===== src/rtl/sha1_msg_padder.sv =====
// SHA-1 front end: packs a byte stream into padded 512-bit big-endian blocks for the hash core.
// blk_start 1 cycle after a full block (3 after the last byte); msg_ready low outside FILL, bytes held off until blk_done.
module sha1_msg_padder (
    input  logic         clk,
    input  logic         reset,
    input  logic [7:0]   msg_byte,
    input  logic         msg_valid,
    input  logic         msg_last,
    output logic         msg_ready,
    output logic         blk_start,
    output logic [511:0] blk_data,
    output logic         blk_final,
    input  logic         blk_done,
    output logic         msg_done
);

    typedef enum logic [2:0] {FILL, MARK, LEN, SEND, WAIT} state_t;

    state_t       state;
    state_t       ret;
    logic [511:0] blk_buf;
    logic [6:0]   ptr;
    logic [31:0]  cnt;
    logic         fin;
    logic [8:0]   hi;
    logic         hs;

    // byte 0 lives in bits [511:504]
    assign hi = 9'd511 - {ptr[5:0], 3'b000};
    assign hs = msg_valid & msg_ready;

    always_ff @(posedge clk or negedge reset) begin
        if (!reset) begin
            state     <= FILL;
            ret       <= FILL;
            blk_buf   <= '0;
            ptr       <= '0;
            cnt       <= '0;
            fin       <= 1'b0;
            msg_ready <= 1'b0;
            blk_start <= 1'b0;
            blk_data  <= '0;
            blk_final <= 1'b0;
            msg_done  <= 1'b0;
        end else begin
            blk_start <= 1'b0;
            msg_done  <= 1'b0;
            case (state)
                FILL: begin
                    msg_ready <= 1'b1;
                    if (hs) begin
                        blk_buf[hi -: 8] <= msg_byte;
                        ptr              <= ptr + 7'd1;
                        cnt              <= cnt + 32'd1;
                        if (msg_last) begin
                            state     <= MARK;
                            msg_ready <= 1'b0;
                        end else if (ptr == 7'd63) begin
                            state     <= SEND;
                            ret       <= FILL;
                            msg_ready <= 1'b0;
                            blk_start <= 1'b1;
                            blk_data  <= {blk_buf[511:8], msg_byte};
                            blk_final <= 1'b0;
                        end
                    end
                end
                MARK: begin
                    if (ptr[6]) begin
                        // full block already: ship it and place the marker in a fresh block
                        state     <= SEND;
                        ret       <= MARK;
                        blk_start <= 1'b1;
                        blk_data  <= blk_buf;
                        blk_final <= 1'b0;
                    end else begin
                        blk_buf[hi -: 8] <= 8'h80;
                        ptr              <= ptr + 7'd1;
                        state            <= LEN;
                    end
                end
                LEN: begin
                    state     <= SEND;
                    blk_start <= 1'b1;
                    if (ptr <= 7'd56) begin
                        blk_buf[63:0] <= {29'b0, cnt, 3'b000};
                        fin           <= 1'b1;
                        blk_data      <= {blk_buf[511:64], 29'b0, cnt, 3'b000};
                        blk_final     <= 1'b1;
                    end else begin
                        // no room for the length field; it goes into a spill block
                        ret       <= LEN;
                        blk_data  <= blk_buf;
                        blk_final <= 1'b0;
                    end
                end
                SEND: begin
                    state <= WAIT;
                end
                WAIT: begin
                    if (blk_done) begin
                        blk_buf <= '0;
                        ptr     <= '0;
                        if (fin) begin
                            msg_done  <= 1'b1;
                            cnt       <= '0;
                            fin       <= 1'b0;
                            state     <= FILL;
                            msg_ready <= 1'b1;
                        end else begin
                            state     <= ret;
                            msg_ready <= (ret == FILL);
                        end
                    end
                end
                default: begin
                    state     <= FILL;
                    msg_ready <= 1'b0;
                end
            endcase
        end
    end

endmodule


===== config.mk =====
export PLATFORM = sky130hd
export DESIGN_NAME = sha1_msg_padder
export DESIGN_NICKNAME = d
export VERILOG_FILES = /design/src/rtl/sha1_msg_padder.sv
export SDC_FILE = /design/constraint.sdc
export NUM_CORES = 2
export LEC_CHECK = 0
export CORE_ASPECT_RATIO = 1.1
export CORE_UTILIZATION = 58
export DETAILED_ROUTE_END_ITERATION = 12
export PLACE_DENSITY = 0.85
export REMOVE_ABC_BUFFERS = 1
export SYNTH_ARGS = -nofsm -noshare
export SYNTH_HDL_FRONTEND = slang
export SYNTH_SLANG_ARGS = --single-unit

===== constraint.sdc =====
create_clock -name clk -period 5.3 [get_ports clk]
set_input_delay 0.795 -clock clk [delete_from_list [all_inputs] [get_ports clk]]
set_output_delay 0.795 -clock clk [all_outputs]
set_load 0.02 [all_outputs]

# Word level (Yosys, flattened, before mapping)
# Cells that the tools add are included.
[totals] input_bits=13 memories=0 latch_bits=0 word_cells=113 ff_bits=1074 out_inout_bits=516 rom_bits=0 mem_bits_rw=0
[op_classes] n_reduce_logical=17 div_mod_pow=0 n_shift=3 n_mul=0 muxes=58 n_bitwise=2 n_addsub=4 n_eq_ne=15 magnitude_cmp=1
[ops] op="$mux 512" count=7
[ops] op="$pmux 512 s3" count=1
[ops] op="$pmux 448 s3" count=1
[ops] op="$bwmux 512" count=2
[ops] op="$shift 8x11->519 const A" count=1
[ops] op="$shiftx 8x11->519" count=1
[ops] op="$shiftx 8x11->519 const A" count=1
[ops] op="$pmux 64 s4" count=1
[ops] op="$mux 64" count=2
[ops] op="$mux 32" count=3
[ops] op="$pmux 32 s2" count=1
[ops] op="$add 32x1->32 const B" count=1
[ops] op="$mux 3" count=10
[ops] op="$mux 7" count=3
[ops] op="$pmux 7 s3" count=1
[ops] op="$mux 1" count=20
[ops] op="$ne 2x2->1 const B" count=9
[ops] op="$pmux 3 s5" count=1
[ops] op="$neg 9->11" count=1
[ops] op="$reduce_and 5->1" count=2
[ops] op="$pmux 1 s3" count=3
[ops] op="$pmux 3 s3" count=1
[ops] op="$reduce_and 3->1" count=3
[ops] op="$sub 9x9->9 const A" count=1
[ops] op="18 further kinds" count=23

# Depth between registers and ports, before layout
[depth] depth_word=6 mapped_depth=12 mapped_depth_nobuf=7

# Worst setup path before layout
# No wires, ideal clock.
[synth_path] path_kind="register to register" from="register ptr[0]" to="register (tool-made name)" period_less_slack_ns=2.443 n_path_buf=3 required_time_ns=5.178 stages_incl_launch_ff=11 setup_ns=0.122 arrival_ns=2.321 slack_ns=2.857 cell_sequence="dfrtp_1 clkbuf_1 inv_1 ha_1 clkbuf_1 nand2b_1 a31oi_1 buf_2 o21ai_1 nor4_4 a32o_1"
[synth_rtl] element="from (decl)" line="22" text="logic [6:0] ptr;"
[synth_rtl] element="from (signal assigned)" line="53" text="ptr <= ptr + 7'd1;"
[synth_rtl] element="from (signal assigned)" line="78" text="ptr <= ptr + 7'd1;"

# Worst setup path in the final report
[layout_path] from="register state[2]" to="register blk_data[78]"
[layout_between] elab_chain_cells=3 word_cells_on_any_way=10 cone_classes="eq/ne (6); mux (1); reduce/logical (3)"
[layout_lines] element="from (decl)" line="19" text="state_t state;"
[layout_lines] element="from (signal assigned)" line="111" text="state <= ret;"
[layout_lines] element="$eq 3x1->1, or another cell as far along" line="48" text="case (state)"
[layout_lines] element="$ne 2x2->1 (no line) / $reduce_bool 3->1 (equally long branches)"
[layout_lines] element="$reduce_and 5->1 (no line)"
[layout_lines] element="to (signal assigned)" line="63" text="blk_data <= {blk_buf[511:8], msg_byte};"
[layout_lines] element="to (signal assigned)" line="74" text="blk_data <= blk_buf;"
[layout_lines] element="to (signal assigned)" line="88" text="blk_data <= {blk_buf[511:64], 29'b0, cnt, 3'b000};"
[layout_lines] element="to (decl)" line="11" text="output logic [511:0] blk_data,"
# Parallel ways exist; a longest one is shown, timed or not.
# A chain may end at the register's enable or synchronous reset.

==> results by stage <==
Status:
- The run finished with clean final reports.

Drt:
- The first TritonRoute pass finished after 6 iterations.
- The total met3 wirelength after detailed routing is ~14000 um.
- The count of antenna-violating nets left after detailed routing is 0.
- The sum of routed wire segments on met1 is roughly 53000 um.
- The initial DRC count is about 4300.
- The routed design has approximately 140000 um of wire.
- Wire segments on met2 add up to 64580 um in the final route.
- After detailed routing, the average wire length per cell comes to about 23 um.
- The uppermost layer routed is met4.
- The number of DRC violations after detailed routing is 0.
- Using the TritonRoute via totals, the vias-per-cell ratio works out to 6.063.
- The routed layout has 36636 vias.

Clock tree:
- The clock slew at the register clock pins of the worst setup and hold paths is about 0.06 ns.
- The clock root buffer is sky130_fd_sc_hd__clkbuf_16.
- The number of buffers inserted during clock tree synthesis is 101.
- The number of hold buffers added after CTS is 0.
- After clock tree synthesis, the repair step resized 0 gates.
- The latest clock arrival within the worst-skew pair is between 0.6 and 0.7 ns.
- The post-CTS setup-driven buffer insertion count is 0.
- The clock net sink count is roughly 1100.
- The clock tree buffer depth is 3.
- The number of levels in the clock H-tree is 3.
- The CTS tree is built.

Power:
- The leakage power is approximately 26 nW.
- The power per cell area is between 400 and 500 nW/um^2.
- Across the VDD grid, the largest voltage drop is around 0.63 mV.

Setup path:
- The worst register-to-register path ends at blk_data[78]$_DFFE_PN0P_.
- STA classifies the critical path endpoint as a flop.
- The worst register-to-register path has a depth of 8.
- The maximum fanout along the worst path is approximately 220.
- In this run the critical register-to-register path is launched from state[2]$_DFFE_PN0P_.
- At the worst endpoint, the required time is between 5 and 6 ns.
- The element type at the critical path start is a flop.
- The register-to-register setup slack is roughly 1.4 ns.
- At the worst endpoint, the arrival time is about 4.4 ns.
- The critical path is of the flop to flop type.

Finish:
- Cells with a size suffix above 1 make up under 10% of the layout.
- From synthesis to final layout, the design area changed by 21.11%.
- The post-layout net count is approximately 5000.
- The design area is ~54000 sq um.
- The fill cell total of the finished layout is ~5400.
- The final cell count without fillers is around 6000.
- The final design utilization is 70.85%.

Logic synthesis:
- The synthesized netlist contains 79 unique library cells.
- The fraction of registers with async set/reset is between 90% and 100%.
- The predominant post-synthesis flop cell is sky130_fd_sc_hd__dfrtp_1.
- For this run, the number of Yosys warnings is 0.
- The post-synthesis instance area is 44380 sq um.
- The number of enable-type register cells in the synthesized netlist is 0.
- The sequential share of the synthesized area is around three fifths.
- The average size of a mapped cell is just under 10 sq um.
- The flip-flop and latch count after synthesis is roughly 1100.
- After technology mapping, the gate count stands at about 4500.

Placed design:
- At the placement stage, the worst setup path has a slack of between 1 and 1.5 ns.
- The cell area after placement is between 50000 and 60000 sq um.
- After legalization and detailed placement, the total HPWL measured between 90000 and 100000 um.
- Routability-driven placement finished with a final weighted congestion of approximately 0.95.
- The cell count after placement is approximately 5900.
- The count of port buffers added during placement is about 530.

Global route:
- Global routing consumed, over all layers together, between 30% and 40% of the routing resources.
- The number of antenna violations at the first check in global routing is 4.
- The number of global-route vias before repair is about 36000.
- Global routing finished with a remaining overflow of 0.
- The first global-routing pass estimated 214500 um of wire.
- The pin count of the biggest net entering global routing is between 200 and 250.

STA:
- Clock skew on the completed layout was measured at 0.03094 ns.
- The setup total negative slack is 0 ns.
- The number of max-slew violations in the final report is 0.
- Setup slack on the critical path of the routed design comes to between 1 and 1.5 ns.
- The worst relative slew slack is 12.37%.
- For the pin with the worst max-slew slack, the measured transition is roughly 1.3 ns.
- The maximum frequency from static timing analysis is between 200 and 300 MHz.
- The post-route fraction of the period consumed by the critical path is between 70% and 80%.
- Setup repair after global routing left no endpoint under its margin.
- The final setup violation count is 0.
- The post-route minimum period is 3.881 ns.
- The final number of hold-violating endpoints came to 0.

Die:
- In this run the count of I/O pins placed on the die edge is between 500 and 600.
- The die is about 290 um tall.
- The core region is about 76000 sq um.
- The initialized floorplan defines 106 standard-cell rows.
- The starting utilization of the core area is approximately 59%.
- The width of the die is 265.8 um.
- The die covers ~78000 sq um.

Job:
- The number of maximum-capacitance violations is 0.

Min path:
- The tightest min-delay check is of the input port to asynchronous set/reset pin type.
stage by stage:
stage	power [W]	hold WS, ns
CTS	0.02374	0.2453
finish	0.02390	0.2028
global route	0.02470	0.2706
global placement	0.01609	0.4486
floorplan	0.01225	0.4384
detailed placement	0.01620	0.4528
worst max-delay path by stage:
stage,from,end
floorplan,state[1]$_DFFE_PN0P_,blk_data[7]$_DFFE_PN0P_
global placement,blk_done,flop
detailed placement,blk_done,flop
CTS,ptr[0]$_DFFE_PN0P_,blk_data[28]$_DFFE_PN0P_
global route,state[2]$_DFFE_PN0P_,blk_data[78]$_DFFE_PN0P_
finish,state[2]$_DFFE_PN0P_,blk_data[78]$_DFFE_PN0P_
cell usage in the layout (no fill, tap or decap), drive strengths merged, types with 41 or more instances in the layout:
cell type | synthesis | layout
a21oi | 84 | 84
a22o | 135 | 135
a32o | 45 | 45
and3 | 41 | 41
buf | 148 | 65
clkbuf | 135 | 156
clkdlybuf4s50 | 0 | 520
dfrtp | 1073 | 1073
mux2i | 144 | 144
nand2 | 1690 | 1690
nand3 | 142 | 142
nor2 | 203 | 203
nor3 | 43 | 43
o21ai | 266 | 266
final cells by class:
class	count	area (sq um)	area share (%)
multi-input cells	3144	16150	30.05
diodes	1	2.502	0.004656
clock buffers	156	3078	5.726
well taps	1026	1284	2.388
inverters	28	121.4	0.2258
clock inverters	30	414.1	0.7705
flip-flops and latches	1073	26850	49.96
repair buffers	585	5846	10.88
worst max-delay path, stage by stage (launching register included):
cell and delay [ns]:
sky130_fd_sc_hd__dfrtp_1 1.05, sky130_fd_sc_hd__inv_1 0.27, sky130_fd_sc_hd__o21ai_0 0.15, sky130_fd_sc_hd__buf_4 0.22, sky130_fd_sc_hd__o21a_4 0.78, sky130_fd_sc_hd__inv_16 0.42, sky130_fd_sc_hd__buf_4 0.46, sky130_fd_sc_hd__nand2_1 0.11
sky130_fd_sc_hd__nand2_1 0.06
report_power, final:
group          switching [W]  internal, W  total, W  leakage [nW]
Combinational        0.00549      0.00156   0.00706          9.45
Clock                0.00316      0.00444   0.00760          1.72
Sequential          0.000525      0.00872   0.00924          14.9
Total                0.00918       0.0147    0.0239          26.1
Yosys cell counts, drive strengths merged, types with 4 or more instances:
master | n | area [sq um]
o221ai | 10 | 87.58
a211oi | 9 | 72.57
xnor2 | 12 | 105.1
inv | 27 | 101.4
nor4 | 14 | 160.1
a32oi | 14 | 122.6
nor2b | 15 | 93.84
a221oi | 9 | 78.83
or3 | 21 | 131.4
a21o | 14 | 106.4
o22a | 9 | 78.83
o21ai | 266 | 1331
a21oi | 84 | 427.9
nor3 | 43 | 272.8
and3 | 41 | 256.5
nand2 | 1690 | 6369
nand2b | 7 | 43.79
and4 | 4 | 35.03
nor2 | 203 | 774.5
ha | 7 | 87.58
a22oi | 19 | 142.6
buf | 148 | 854.6
o21a | 13 | 97.59
nand3 | 142 | 710.7
mux2i | 144 | 1441
a2bb2oi | 13 | 113.9
o31ai | 21 | 157.7
o2bb2ai | 31 | 271.5
nor4bb | 4 | 40.04
o211ai | 5 | 42.54
or4 | 9 | 67.56
nor3b | 5 | 42.54
mux2 | 6 | 67.56
clkbuf | 135 | 508.0
a31oi | 8 | 50.05
dfrtp | 1073 | 26850
a22o | 135 | 1182
a32o | 45 | 450.4
and2 | 20 | 125.1
nand4 | 15 | 100.1
xor2 | 6 | 52.55
routing by layer:
layer / GRT usage, % / vias up
met5: 0 / -
met4: 22.26 / 0
met3: 8.138 / 479
met2: 55.39 / 1973
met1: 47.33 / 18147
li1: - / 16037
cell families after synthesis:
family | count (synthesis) | share of synthesized area [%]
fa+ha+maj | 7 | 0.1973
mux | 150 | 3.400
xor+xnor | 18 | 0.3552
buf+inv | 311 | 3.310
compound gates | 720 | 11.14
flops | 1073 | 60.50
simple gates | 2249 | 21.09
No activity file was read; power rests on OpenSTA's default activity.
